## src/rtl/multi_clock_gen.sv

```systemverilog
// Multi-channel clock/tick generator: each channel divides clk by a
// runtime divisor and emits a one-cycle tick plus a square or pulse clk_out.
module multi_clock_gen #(
    parameter int N_CH  = 3,
    parameter int WIDTH = 28
) (
    input  logic                  clk,
    input  logic                  reset,
    input  logic [N_CH-1:0]       enable,
    input  logic [N_CH*WIDTH-1:0] divisor,
    input  logic [N_CH-1:0]       mode,
    input  logic                  sync_restart,
    output logic [N_CH-1:0]       tick,
    output logic [N_CH-1:0]       clk_out
);

    localparam logic [WIDTH-1:0] ONE = WIDTH'(1);

    for (genvar i = 0; i < N_CH; i++) begin : g_ch
        logic [WIDTH-1:0] cnt;
        logic [WIDTH-1:0] cnt_nxt;
        logic [WIDTH-1:0] k_s;
        logic [WIDTH-1:0] k_in;
        logic             m_s;
        logic             tick_q;
        logic             tick_nxt;
        logic             clk_q;
        logic             clk_nxt;
        logic             load;

        assign k_in = divisor[i*WIDTH +: WIDTH];

        // Shadow divisor/mode are reloaded on every edge except mid-period
        // counting, so a running period is never shortened or stretched.
        always_comb begin
            cnt_nxt  = cnt;
            tick_nxt = 1'b0;
            clk_nxt  = m_s ? 1'b0 : clk_q;
            load     = 1'b1;
            if (sync_restart) begin
                cnt_nxt = '0;
                clk_nxt = 1'b0;
            end else if (enable[i]) begin
                if (k_s == '0) begin
                    cnt_nxt = '0;
                    clk_nxt = 1'b0;
                end else if (cnt >= k_s - ONE) begin
                    // >= guards a count held across a smaller reload
                    cnt_nxt  = '0;
                    tick_nxt = 1'b1;
                    clk_nxt  = m_s | ~clk_q;
                end else begin
                    cnt_nxt = cnt + ONE;
                    load    = 1'b0;
                end
            end
        end

        always_ff @(posedge clk) begin
            if (reset) begin
                cnt    <= '0;
                tick_q <= 1'b0;
                clk_q  <= 1'b0;
                k_s    <= k_in;
                m_s    <= mode[i];
            end else begin
                cnt    <= cnt_nxt;
                tick_q <= tick_nxt;
                clk_q  <= clk_nxt;
                if (load) begin
                    k_s <= k_in;
                    m_s <= mode[i];
                end
            end
        end

        assign tick[i]    = tick_q;
        assign clk_out[i] = clk_q;
    end

endmodule
```

## config.mk

```make
export PLATFORM = sky130hd
export DESIGN_NAME = multi_clock_gen
export DESIGN_NICKNAME = d
export VERILOG_FILES = /design/src/rtl/multi_clock_gen.sv
export SDC_FILE = /design/constraint.sdc
export NUM_CORES = 1
export LEC_CHECK = 0
export BUFFER_PORTS_ARGS = -buffer_cell sky130_fd_sc_hd__clkbuf_2
export CAP_MARGIN = 20
export CORE_MARGIN = 2
export CORE_UTILIZATION = 50
export DETAILED_ROUTE_END_ITERATION = 12
export GPL_ROUTABILITY_DRIVEN = 0
export PLACE_DENSITY = 0.72
export SETUP_SLACK_MARGIN = 0.5
export SLEW_MARGIN = 20
export SYNTH_ARGS = -nofsm -noshare
export SYNTH_HDL_FRONTEND = slang
export SYNTH_SLANG_ARGS = --single-unit
```

## constraint.sdc

```tcl
create_clock -name clk -period 4.5 [get_ports clk]
set_input_delay 0 -clock clk [delete_from_list [all_inputs] [get_ports clk]]
set_output_delay 0 -clock clk [all_outputs]
set_load 0.01 [all_outputs]
```

==> qor.csv <==
metric;value;unit
die height;150;um
dominant synthesized flop cell;dfxtp_1;
cts bufs inserted;17;
Fin. Hold Viols;0;
Worst-path clk slew;0.07;ns
leading post-synthesis cells by cell area;edfxtp_1 24%, dfxtp_1 17%, ha_1 11%, xnor2_1 4.9%, nand2_1 3.4%;
status;finished clean;
crit path to;g_ch[2].cnt[14];
Seq pwr share;49.1;%
Cells after Synth;1111;
Max VDD drop;0.237;mV
CP arrival;4.65;ns
asr flop ratio synth;0;%
Reg area;4410;um2
Final Power;3.70;mW
Initial Util;50.8;%
Worst R2R Path Depth;16;
Ant. Diodes;0;
Fillers;1459;
Post-Place Cells;1459;
Crit Path Class;reg2reg;
Final Cycle Share;95.9;%
RR Endpoint;g_ch[2].cnt[14];
total power per unit cell area;253;nW/um2
Synth top area share;24.4;%
max-cap viol count;0;
combinational cell fraction of total power;11.0;%
YS warnings;0;
Pint;2.77;mW
Crit. Startpoint;g_ch[2].k_s[11];
Seq/Total Area, Yosys;41.3;%
leak pwr;5.71;nW
die area;22600;um2
Required @ worst endpoint;4.83;ns
CP startpoint kind;register;
TritonRoute pass-1 iters;9;
Worst-Margin Slew;0.986;ns
r2r setup slk;0.19;ns
hold crit path type;in2reg;
largest net degree at the start of global routing;41;
via count;9981;
Mapped Area;10700;um2
kind of end point of the critical path;register;
io pins;99;
Max Clock Skew;0.0100;ns
Seq cells post-synth;177;
final antenna-violating net count;0;
routed length per placed instance;18.6;um
CTS tree;yes;
switching power;0.925;mW
Detailed Route WL;30.9;mm
Max-slew headroom;34.0;%
setup TNS;0;ns
fin. max-slew vios;0;
Non-Filler Instances;1663;
Switching Share;25.0;%
count of cell types in the netlist;65;
1st-iter DRT viols;845;
Net Count, Synth;1297;
worst reg2reg path startpoint;g_ch[2].k_s[11];
I/O Buffers;98;
H-Tree Level Count;4;
CORE AREA;21000;um2
Setup-failing EPs final;0;
CTS Sinks;177;
Clk pwr share;39.9;%
DIE WIDTH;150;um
critical path peak fanout;6;
Synth area leader;edfxtp_1;
Root Driver;clkbuf_16;
first-pass GRT wire length;44.4;mm
Clock Tree Buf Depth;2;
area occupied by multi-input gates;6570;um2
DRC;0;
clk_lat worst skew;0.44;ns
DR vias/cell;6.00;
RSZ-0062 raised after global routing;true;
gr ovfl total;0;
vias in the first global route;9177;
Area growth, synth to finish;36.7;%
minimum clock period;4.31;ns
GRT Total Usage;24.5;%
initial antenna violation count;0;
syn_area_per_cell;9.62;um2
number of cell rows;53;
Final #Nets;1561;
HPWL after detailed placement;17.2;mm
highest clock rate;232;MHz
share of layout cells above drive strength 1;24.8;%
number of enable-type register cells in the synthesized netlist;87;
## how the worst min path moves through the flow
stage            startpoint               to  slack (ns)  cells after the start
2_1_floorplan    divisor[0]   g_ch[0].k_s[0]         0.1                      0
3_3_place_gp     divisor[0]   g_ch[0].k_s[0]        0.18                      1
3_5_place_dp    divisor[11]  g_ch[0].k_s[11]        0.18                      1
4_1_cts           enable[1]  g_ch[1].cnt[12]        0.07                      4
5_1_grt        sync_restart   g_ch[2].cnt[0]        0.10                      3
6_report       sync_restart   g_ch[2].cnt[0]        0.11                      3
## critical path, stage by stage, from the launching register on
cell        delay [ns]
edfxtp_1          0.44
or4_4             0.57
or4_4             0.45
or2_4             0.33
nor3_4            0.19
xnor2_1           0.14
ha_1              0.27
a21o_1            0.19
a21o_1            0.20
a221oi_2          0.25
o21ai_1           0.14
a31o_4            0.25
nor2_4            0.14
clkinvlp_4        0.17
buf_6             0.14
buf_6             0.11
o311ai_2          0.23
## flip-flops by register name, indices dropped and copies added, names as in the netlist
register	cells
g_ch.cnt	84
g_ch.tick_q	3
g_ch.m_s	3
g_ch.k_s	84
g_ch.clk_q	3
## metrics by stage
stage	area (um2)	utilization [%]	hold WS (ns)	setup slack, ns
final	14600	69.5	0.108	0.186
after global routing	14600	69.5	0.104	0.0454
after CTS	13400	63.8	0.0748	0.489
after detailed placement	11500	54.9	0.179	-0.00342
after global placement	11500	54.9	0.176	0.173
after floorplan	10800	-	0.0989	0.222
## repair_timing
item                                   CTS  global route
pin swaps                                7            68
hold buffers                            91             0
cloned                                   3            13
setup buffers                           25            39
endpoints found under the hold margin   93             0
setup endpoints to repair              129           171
resized for setup                       26           124
## layout make-up
| cell class | instances | area share, % |
|---|---|---|
| Sequential cell | 177 | 30.2 |
| Multi-Input combinational cell | 858 | 45.0 |
| Clock inverter | 10 | 0.608 |
| Timing Repair Buffer | 286 | 17.5 |
| Inverter | 35 | 0.951 |
| Tap cell | 275 | 2.36 |
| Clock buffer | 22 | 3.40 |
## cells in the final DEF (no fill, tap or decap), types with 13 or more instances in the layout
master	netlist	final
a21oi_1	34	31
a221o_1	14	14
a31oi_1	25	19
and2_1	14	13
and3_1	18	17
and4_1	16	15
buf_4	6	53
buf_6	5	17
clkbuf_16	0	31
clkbuf_2	0	98
dfxtp_1	90	90
dlygate4sd3_1	0	91
edfxtp_1	87	87
ha_1	93	92
inv_1	35	33
mux2i_1	14	14
nand2_1	96	91
nand3_1	62	59
nand3_2	12	15
nand4_1	38	38
nor2_1	87	81
nor3_1	35	21
o21ai_0	34	22
or3_1	18	18
xnor2_1	60	60
xor2_1	21	20
## layer usage
layer  GRT usage, %  up-vias  share of wire (%)
met3           4.58       73                6.1
met5              0        -                  0
li1               -     4739                  -
met2           40.5      389                 49
met4           7.74        0                2.3
met1           32.6     4780                 42
## kinds of logic (layout without fill, tap and decap cells)
family                     Yosys count  after routing  share of synthesized area [%]
muxes                               14             14                           1.31
xor gates and xnor gates            81             81                           6.64
buffers and inverters               79            353                           3.50
and+or+nand+nor                    469            472                           23.4
AOI/OAI and AO/OA                  198            198                           12.9
adders and majority gates           93             93                           10.9
DFF                                177            177                           41.3
## power by group through the flow
stage                     logic (mW)  registers [mW]  clock network [mW]
after floorplan                0.167            1.83                   0
after global placement         0.244            1.84                   0
after detailed placement       0.251            1.84                   0
after CTS                      0.331            1.81                1.48
after global routing           0.438            1.82                1.55
final                          0.405            1.82                1.48
## cells in the mapped netlist (9+ instances only)
cell type,number
nand4_1,38
inv_1,35
ha_1,93
clkbuf_1,31
nor2_1,87
or4_1,9
dfxtp_1,90
o21ai_0,34
mux2i_1,14
nor4_1,20
xnor2_1,60
or3_1,18
and4_1,16
and2_1,14
or2_2,10
a21oi_1,34
nand2_1,96
nor3_1,35
a221o_1,14
edfxtp_1,87
a21o_1,10
nand3_2,12
a31oi_1,25
xor2_1,21
nand3_1,62
and3_1,18
Power figures use the tool's default switching activity.
